--- src/rtl/vga_pkg.sv ---
// Shared VGA pipeline types and constants: screen geometry, colour width,
// overlay key colour and the timing bundle carried through stage registers.
package vga_pkg;

    localparam int HOR_PIXELS = 1024;
    localparam int VER_PIXELS = 768;
    localparam int RGB_W      = 12;

    localparam logic [RGB_W-1:0] TRANSPARENT_KEY = 12'hF0F;

    typedef struct packed {
        logic [10:0] hcount;
        logic [10:0] vcount;
        logic        hsync;
        logic        vsync;
        logic        hblnk;
        logic        vblnk;
    } vga_tim_t;

endpackage

--- src/rtl/draw_rect_rom.sv ---
// Overlays a ROM image at a per-frame latched (xpos, ypos) onto the VGA stream
// with 3-cycle matched latency. Define DRAW_RECT_TRANSPARENT_EN for colour keying.
import vga_pkg::*;

module draw_rect_rom #(
    parameter int RECT_W = 48,
    parameter int RECT_H = 64
) (
    input  logic        clk,
    input  logic        rst,
    input  logic [11:0] xpos,
    input  logic [11:0] ypos,
    input  logic [10:0] hcount_in,
    input  logic [10:0] vcount_in,
    input  logic        hsync_in,
    input  logic        vsync_in,
    input  logic        hblnk_in,
    input  logic        vblnk_in,
    input  logic [11:0] rgb_in,
    output logic [11:0] pixel_addr,
    input  logic [11:0] rgb_pixel,
    output logic [10:0] hcount_out,
    output logic [10:0] vcount_out,
    output logic        hsync_out,
    output logic        vsync_out,
    output logic        hblnk_out,
    output logic        vblnk_out,
    output logic [11:0] rgb_out
);

    logic [11:0] xl_q, yl_q, xl_d, yl_d;
    vga_tim_t    tim_in, tim1_q, tim2_q, tim3_q;
    logic [11:0] rgb1_q, rgb2_q, rgb3_q, rgb3_d;
    logic        inside1_q, inside2_q, inside_d;
    logic [11:0] addr_q, addr_d;
    logic [11:0] dx, dy;
    logic [12:0] h13, v13, xs13, ys13, xe13, ye13;
    logic        key_hit;

    assign tim_in = '{hcount: hcount_in, vcount: vcount_in, hsync: hsync_in,
                      vsync: vsync_in, hblnk: hblnk_in, vblnk: vblnk_in};

    always_comb begin
        xl_d = xl_q;
        yl_d = yl_q;
        if (hcount_in == 11'd0 && vcount_in == 11'd0) begin
            xl_d = xpos;
            yl_d = ypos;
        end
    end

    // 13-bit bounds so a rectangle near the right/bottom edge cannot wrap.
    always_comb begin
        h13      = {2'b00, hcount_in};
        v13      = {2'b00, vcount_in};
        xs13     = {1'b0, xl_q};
        ys13     = {1'b0, yl_q};
        xe13     = xs13 + 13'(RECT_W);
        ye13     = ys13 + 13'(RECT_H);
        dx       = {1'b0, hcount_in} - xl_q;
        dy       = {1'b0, vcount_in} - yl_q;
        inside_d = (h13 >= xs13) && (h13 < xe13) && (v13 >= ys13) && (v13 < ye13);
        addr_d   = inside_d ? {dy[5:0], dx[5:0]} : 12'h000;
    end

`ifdef DRAW_RECT_TRANSPARENT_EN
    assign key_hit = (rgb_pixel == TRANSPARENT_KEY);
`else
    assign key_hit = 1'b0;
`endif

    always_comb begin
        rgb3_d = rgb2_q;
        if (tim2_q.hblnk || tim2_q.vblnk)
            rgb3_d = 12'h000;
        else if (inside2_q && !key_hit)
            rgb3_d = rgb_pixel;
    end

    always_ff @(posedge clk) begin
        if (rst) begin
            xl_q      <= '0;
            yl_q      <= '0;
            tim1_q    <= '0;
            tim2_q    <= '0;
            tim3_q    <= '0;
            rgb1_q    <= '0;
            rgb2_q    <= '0;
            rgb3_q    <= '0;
            inside1_q <= 1'b0;
            inside2_q <= 1'b0;
            addr_q    <= '0;
        end else begin
            xl_q      <= xl_d;
            yl_q      <= yl_d;
            tim1_q    <= tim_in;
            rgb1_q    <= rgb_in;
            inside1_q <= inside_d;
            addr_q    <= addr_d;
            tim2_q    <= tim1_q;
            rgb2_q    <= rgb1_q;
            inside2_q <= inside1_q;
            tim3_q    <= tim2_q;
            rgb3_q    <= rgb3_d;
        end
    end

    assign pixel_addr = addr_q;
    assign hcount_out = tim3_q.hcount;
    assign vcount_out = tim3_q.vcount;
    assign hsync_out  = tim3_q.hsync;
    assign vsync_out  = tim3_q.vsync;
    assign hblnk_out  = tim3_q.hblnk;
    assign vblnk_out  = tim3_q.vblnk;
    assign rgb_out    = rgb3_q;

endmodule

--- config.mk ---
export PLATFORM = sky130hd
export DESIGN_NAME = draw_rect_rom
export DESIGN_NICKNAME = d
export VERILOG_FILES = /design/src/rtl/vga_pkg.sv /design/src/rtl/draw_rect_rom.sv
export SDC_FILE = /design/constraint.sdc
export NUM_CORES = 1
export LEC_CHECK = 0
export CAP_MARGIN = 20
export CORE_UTILIZATION = 50
export CTS_CLUSTER_SIZE = 10
export DETAILED_ROUTE_END_ITERATION = 16
export GPL_ROUTABILITY_DRIVEN = 1
export PLACE_DENSITY = 0.8
export SETUP_SLACK_MARGIN = 0.3
export SLEW_MARGIN = 20
export SYNTH_ARGS = -nofsm -noshare
export SYNTH_HDL_FRONTEND = slang
export SYNTH_SLANG_ARGS = --single-unit
--- constraint.sdc ---
create_clock -name clk -period 2.7 [get_ports clk]
set_input_delay 0.27 -clock clk [delete_from_list [all_inputs] [get_ports clk]]
set_output_delay 0.27 -clock clk [all_outputs]
set_load 0.01 [all_outputs]
==> out/results.ini, run 1 <==
[worst_setup_path]
critPathKind = reg -> reg
worstReg2RegEnd = pixel_addr[8]$_SDFF_PP0_
cp_top_family = compound AO/OA/AOI/OAI gates
crit_chain = inv_4 > ha_4 > or3_4 > xnor2_2 > ha_1 > a21oi_2 > o21ai_2 > a211oi_2 > o2111ai_4 > buf_6 > nor2_1
slowest_delay_ns = 0.38
r2r_start = xl_q[4]$_SDFFE_PP0P_
rr_worst_depth = 11
path_max_fanout = 5
cp.required_ns = 3.16
cp-end-kind = flop
cpMaxStageDelayCell = or3_4
cp_num_buf_inv = 2
crit_path_start_kind = flop
critPathArrivalTime_ns = 2.83
r2r_slack_ns = 0.34

[pwr]
p_total_mw = 4.905
vdd_ir_drop_max_uv = 541.5
cellLeakagePower_nw = 2.926
power.switching_mw = 1.131
p_int_mw = 3.774
seqPwrFrac_pct = 47.5
power_density_mw_per_mm2 = 632.0
combinationalPowerShare_pct = 7.8
switching_share_pct = 23.06
pwr-share-clk_pct = 44.7

[yosys]
ys_seq_area_share_pct = 54.46
synth_area_mm2 = 0.005588
synth_edf_count = 0
syn_inst = 525
synth.avg_cell_area_um2 = 10.64
synth_fp_nets = 639
synth_async_sr_flop_share_pct = 0
synth.distinct_cells = 43
synth-seq-cells = 152
yosys_warnings = 0
ys.flop_type = dfxtp_1

[global_routing]
antenna_found_initial = 0
grt_pass1_wl_um = 18400
grt_pass1_vias = 3920
gr-total-overflow = 0
grt_use_total_pct = 20.94
grt_max_degree = 92

[placed_design]
gp_congestion = 0.8357
portBuffers = 125
dp.final_hpwl_um = 8359

[cts]
cts_max_level = 4
tritoncts = built
cts_sinks = 152
clockBufferDepth = 2
cts_buffers = 17
cts.clk_slew.worst_paths_ns = 0.06
cts-root-buf = clkbuf_8
holdBufCountCts = 0
worstSkewPairLatency_ns = 0.52

[job]
max_cap_violations = 0

[timing]
slew_violations = 0
setup_viol = 0
rsz0062_at_grt = true
period_needed_ns = 2.364
hold_violations = 0
fmax_mhz = 423.0
worst_slew_pin_slew_ns = 0.8254
fin_crit_sh_pct = 87.56
slew_headroom_pct = 44.97
fin_skew_ns = 0.006179

[route]
num_vias = 3873
wirelength_um = 11580
drc = 0
drtIter0Drc = 127
detail-route-antenna-nets = 0
vias_per_cell = 4.717
detail_route.wl_per_cell_um = 14.10
dr.pass1.iters = 4

[min_path]
hp-class = in -> reg
hold_depth = 2
holdPathEnd = xl_q[6]$_SDFFE_PP0P_
holdCritStartpoint = rst

[finish]
syn2layout_area_growth_pct = 38.89
fillCellCount = 840
finish.utilization_pct = 71.60
drive_above_1_share_pct = 11.75
antenna_cells = 0
nets = 782

[floorplanning]
core-area_mm2 = 0.01084
fp.dieH_um = 107.7
initial_utilization_pct = 51.55
dieArea_mm2 = 0.01160
io_pins = 126
rows = 38
die_w_um = 107.7

[status]
status = completed

routing by layer:
layer	global-route usage (%)	wire [µm]
met5	0	0
met4	7.730	202
met3	5.387	385
met2	36.08	5854
met1	24.98	5134
kinds of logic (layout without fill, tap and decap cells):
| logic type | after synthesis | after routing | synth area share, % |
|---|---|---|---|
| xor gates and xnor gates | 13 | 13 | 2.038 |
| adders and majority gates | 38 | 38 | 8.777 |
| muxes | 38 | 38 | 6.829 |
| and+or+nand+nor | 195 | 195 | 19.35 |
| buffers and inverters | 46 | 202 | 3.381 |
| DFF | 152 | 152 | 54.46 |
| AOI/OAI and AO/OA | 43 | 43 | 5.172 |
Yosys cell counts, types with 3 or more instances:
library cell / n / share of area (%)
a211oi_1: 4 / 0.54
clkbuf_1: 12 / 0.81
nor2b_1: 103 / 12
a21oi_1: 9 / 0.81
dfxtp_1: 152 / 54
nor3_1: 5 / 0.45
o21a_1: 3 / 0.40
buf_1: 4 / 0.27
nand2b_1: 6 / 0.67
ha_1: 36 / 8.1
inv_1: 26 / 1.7
nor2_1: 56 / 3.8
o21ai_0: 9 / 0.81
xnor2_1: 10 / 1.6
nand2_1: 3 / 0.20
nor4_1: 5 / 0.56
nand3_1: 6 / 0.54
mux2i_1: 37 / 6.6
nand4_1: 4 / 0.45
o21ai_1: 3 / 0.27
xor2_1: 3 / 0.47
through the flow:
step / hold WS, ns / instance area (µm²) / worst slack [ns] / setup TNS, ns / std cells
3_5_place_dp: 0.4204 / 7034 / -0.1898 / -2.085 / 784
4_1_cts: 0.1384 / 7656 / 0.2496 / 0 / 819
5_1_grt: 0.1510 / 7761 / 0.1919 / 0 / 821
2_1_floorplan: 0.3982 / 5590 / 0.3347 / 0 / 525
6_report: 0.1556 / 7761 / 0.3360 / 0 / 821
3_3_place_gp: 0.4166 / 7034 / -0.1188 / -1.202 / 784
what timing repair did:
item,CTS,global route
endpoints found under the setup margin,13,13
setup buffers,3,2
gates resized for setup,16,23
endpoints found under the hold margin,0,0
pin swaps,14,10
worst reg2reg max path: stages (launching register included):
cell	delay, ns
dfxtp_2	0.36
inv_4	0.05
ha_4	0.16
or3_4	0.38
xnor2_2	0.14
ha_1	0.30
a21oi_2	0.15
o21ai_2	0.07
a211oi_2	0.22
o2111ai_4	0.21
buf_6	0.20
nor2_1	0.08
placed cells by master (no fill, tap or decap), types with 3 or more instances in the layout:
cell / instances
xor2_1: 3
inv_6: 4
dfxtp_1: 147
a211oi_1: 3
buf_4: 16
ha_1: 35
o21ai_1: 5
nand2_1: 3
o21ai_0: 6
nor2_1: 49
nor2_4: 4
nor4_1: 5
nand4_1: 4
a21oi_1: 8
nand2b_1: 6
clkbuf_16: 16
clkinv_2: 3
xnor2_1: 9
inv_1: 24
clkdlybuf4s50_1: 124
nand3_1: 5
nor2b_1: 103
o21a_1: 3
nor3_1: 4
mux2i_1: 37
dfxtp_2: 5
nor2_2: 3
clkinvlp_4: 3
power by group through the flow:
stage                     registers [mW]  clock network [mW]  logic, mW
final                               2.33                2.19      0.382
after global routing                2.34                2.35      0.417
after CTS                           2.33                2.23      0.374
after detailed placement            2.38                   0      0.368
after global placement              2.38                   0      0.361
after floorplan                     2.38                   0      0.158
area by class of cell:
type	count	area [µm²]	area share, %
Tap cell	140	175.2	2.257
Clock inverter	15	142.6	1.838
Timing Repair Buffer	143	1404	18.09
Clock buffer	17	414.1	5.336
Sequential cell	152	3049	39.29
Inverter	27	106.4	1.370
Multi-Input combinational cell	327	2470	31.82
sequential cells by signal (all words and copies together), names as in the netlist:
| register | count |
|---|---|
| yl_q | 12 |
| rgb1_q | 12 |
| vsync_out | 1 |
| inside1_q | 1 |
| rgb_out | 12 |
| tim2_q | 26 |
| pixel_addr | 12 |
| tim1_q | 26 |
| hcount_out | 11 |
| hblnk_out | 1 |
| vblnk_out | 1 |
| inside2_q | 1 |
| rgb2_q | 12 |
| xl_q | 12 |
| vcount_out | 11 |
| hsync_out | 1 |
how the worst max path moves through the flow:
| stage | from | cells past startpoint | end | slack [ns] |
|---|---|---|---|---|
| after floorplan | xl_q[4]$_SDFFE_PP0P_ | 12 | pixel_addr[11]$_SDFF_PP0_ | 0.33 |
| after global placement | vcount_in[0] | 11 | pixel_addr[4]$_SDFF_PP0_ | -0.12 |
| after detailed placement | vcount_in[0] | 11 | pixel_addr[5]$_SDFF_PP0_ | -0.19 |
| after CTS | xl_q[5]$_SDFFE_PP0P_ | 11 | pixel_addr[5]$_SDFF_PP0_ | 0.25 |
| after global routing | xl_q[4]$_SDFFE_PP0P_ | 10 | pixel_addr[3]$_SDFF_PP0_ | 0.19 |
| final | xl_q[4]$_SDFFE_PP0P_ | 11 | pixel_addr[8]$_SDFF_PP0_ | 0.34 |
No activity file was read; power rests on OpenSTA's default activity.
==> run 2: changes to the inputs <==
CAP_MARGIN = 25   (was 20)
CORE_UTILIZATION = 30   (was 50)
PLACE_DENSITY = 0.53   (was 0.8)
==> out/results.ini, run 2 (synthesized netlist as in run 1, its figures left out) <==
[status]
status = finished, violations left
violations = design-rule violations

[worst_setup_path]
rr_worst_depth = 12  ; +1
slowest_delay_ns = 0.38  ; about the same
crit_path_start_kind = flop
cpMaxStageDelayCell = or3_4
cp.required_ns = 3.06  ; -0.10 ns
cp-end-kind = flop
critPathArrivalTime_ns = 2.74  ; -0.09 ns
critPathKind = reg -> reg
r2r_slack_ns = 0.33  ; about the same
path_max_fanout = 6  ; +1
worstReg2RegEnd = pixel_addr[6]$_SDFF_PP0_
r2r_start = xl_q[4]$_SDFFE_PP0P_
crit_chain = inv_4 > ha_4 > or3_4 > xnor2_1 > ha_1 > a21oi_2 > o21ai_1 > a211oi_2 > o2111ai_2 > buf_4 > buf_6 > nor2_1

[cts]
clockBufferDepth = 2  ; unchanged
cts_buffers = 17  ; unchanged
cts.clk_slew.worst_paths_ns = 0.07  ; about the same
cts_sinks = 152  ; unchanged
worstSkewPairLatency_ns = 0.42  ; -0.10 ns
cts_max_level = 4  ; unchanged
cts-root-buf = clkbuf_16
tritoncts = built
holdBufCountCts = 0  ; unchanged

[timing]
period_needed_ns = 2.374  ; +0.009814 ns
setup_viol = 0  ; unchanged
setup_slack_ns = 0.3262  ; -0.009814 ns
holdWs_ns = 0.4038  ; +0.2482 ns
hold_violations = 0  ; unchanged
slew_headroom_pct = 51.34  ; +6.4 points
rsz0062_at_grt = true
worst_slew_pin_slew_ns = 0.7300  ; -0.09545 ns
fin_crit_sh_pct = 87.92  ; +0.36 points
slew_violations = 0  ; unchanged
fin_skew_ns = 0.008426  ; +0.002247 ns
fmax_mhz = 421.3  ; -0.41%

[floorplanning]
io_pins = 126  ; unchanged
die_w_um = 138.5  ; +29%
core-area_mm2 = 0.01809  ; +67%
rows = 49  ; +29%
fp.dieH_um = 138.5  ; +29%
initial_utilization_pct = 30.90  ; -21 points
dieArea_mm2 = 0.01918  ; +65%

[pwr]
combinationalPowerShare_pct = 7.5  ; -0.3 points
power_density_mw_per_mm2 = 647.3  ; +2.4%
switching_share_pct = 22.67  ; -0.39 points
p_total_mw = 5.142  ; +4.8%
cellLeakagePower_nw = 2.993  ; +2.3%
p_int_mw = 3.977  ; +5.4%
seqPwrFrac_pct = 45.2  ; -2.3 points
pwr-share-clk_pct = 47.2  ; +2.5 points
power.switching_mw = 1.166  ; +3.1%
vdd_ir_drop_max_uv = 438.9  ; -19%

[finish]
syn2layout_area_growth_pct = 42.16
stdcell_area_mm2 = 0.007944  ; +2.4%
fillCellCount = 1701  ; +100%
antenna_cells = 0  ; unchanged
drive_above_1_share_pct = 12.50  ; +0.75 points
mostFrequentLayoutCells = 146 x dfxtp_1, 124 x clkdlybuf4s50_1, 103 x nor2b_1, 56 x nor2_1, 37 x mux2i_1
nets = 789  ; +0.90%
largestRegisters = tim1_q: 26 flops, tim2_q: 26 flops
final_common_cell = dfxtp_1

[min_path]
holdCritStartpoint = rgb_in[9]
hold_depth = 2  ; unchanged
holdPathEnd = rgb1_q[9]$_SDFF_PP0_
hp-class = in -> reg

[route]
vias_per_cell = 4.227  ; -10%
num_vias = 3876  ; +0.077%
wirelength_um = 12730  ; +10%
drc = 12  ; +12
detail_route.wl_per_cell_um = 13.88  ; -1.6%
drtIter0Drc = 136  ; +7.1%
dr.pass1.iters = 10  ; +6
detail-route-antenna-nets = 0  ; unchanged

[global_routing]
grt_pass1_vias = 3886  ; -0.87%
grt_use_total_pct = 13.90  ; -7.0 points
grt_pass1_wl_um = 20370  ; +11%
antenna_found_initial = 0  ; unchanged
gr-total-overflow = 0  ; unchanged
grt_max_degree = 75  ; -18%

[placed_design]
placed_cell_area_mm2 = 0.007163  ; +1.8%
dp.final_hpwl_um = 9556  ; +14%
gp_congestion = 0.8131  ; -2.7%
pre_cts_ws_ns = -0.1654  ; +0.02440 ns
portBuffers = 125  ; unchanged

[job]
max_cap_violations = 0  ; unchanged

-- run 2: cell count changes in the layout (fill, tap and decap cells not counted), sizes merged --
cell and delta:
buf +7, clkinv -5, clkbuf +2, inv +2, bufinv +1
-- run 2: routing by layer --
layer / GRT usage, % / vias up / wire (µm)
met5: 0 / - / 0
met4: 6.564 / 0 / 274
met3: 3.395 / 23 / 412
met2: 22.87 / 71 / 6053
met1: 17.10 / 1754 / 5987
li1: - / 2028 / -
-- run 2: how the worst max path moves through the flow --
stage	from	end	slack [ns]	cells past startpoint
2_1_floorplan	xl_q[4]$_SDFFE_PP0P_	pixel_addr[11]$_SDFF_PP0_	0.33	12
3_3_place_gp	vcount_in[0]	pixel_addr[9]$_SDFF_PP0_	-0.1	11
3_5_place_dp	vcount_in[0]	pixel_addr[9]$_SDFF_PP0_	-0.17	11
4_1_cts	xl_q[4]$_SDFFE_PP0P_	pixel_addr[9]$_SDFF_PP0_	0.29	11
5_1_grt	xl_q[4]$_SDFFE_PP0P_	pixel_addr[10]$_SDFF_PP0_	0.24	12
6_report	xl_q[4]$_SDFFE_PP0P_	pixel_addr[6]$_SDFF_PP0_	0.33	12
-- run 2: worst max-delay path, delay by kind of cell, from the launching register on --
kind,cells,cell delay [ns]
flip-flops,1,0.36
adder cells (fa/ha/maj),2,0.48
buffers and inverters,3,0.34
XOR/XNOR,1,0.13
AO/OA/AOI/OAI,4,0.55
AND/OR/NAND/NOR,2,0.46
-- run 2: repair_timing --
action | CTS | global route
gates resized for setup | 22 | 15
pin swaps | 11 | 14
endpoints found under the setup margin | 13 | 13
setup buffers | 7 | 0
cloned | 1 | 0
-- run 2: layout make-up --
type / count / area (µm²) / share of cell area, %
Clock buffer: 19 / 452.9 / 5.702
Clock inverter: 13 / 157.7 / 1.985
Inverter: 27 / 106.4 / 1.339
Multi-Input combinational cell: 327 / 2445 / 30.78
Sequential cell: 152 / 3055 / 38.46
Tap cell: 229 / 286.5 / 3.607
Timing Repair Buffer: 150 / 1440 / 18.13
-- run 2: power by group through the flow --
stage / combinational (mW) / clock, mW / sequential [mW]
6_report: 0.388 / 2.43 / 2.33
5_1_grt: 0.426 / 2.60 / 2.33
4_1_cts: 0.387 / 2.50 / 2.33
3_5_place_dp: 0.381 / 0 / 2.38
3_3_place_gp: 0.379 / 0 / 2.38
2_1_floorplan: 0.158 / 0 / 2.38
-- run 2: stage by stage --
stage	utilization [%]	setup TNS, ns	instances
4_1_cts	43.61	0	917
3_3_place_gp	39.61	-0.2372	877
3_5_place_dp	39.61	-0.6059	877
5_1_grt	43.92	0	917
2_1_floorplan	-	0	525
6_report	43.92	0	917
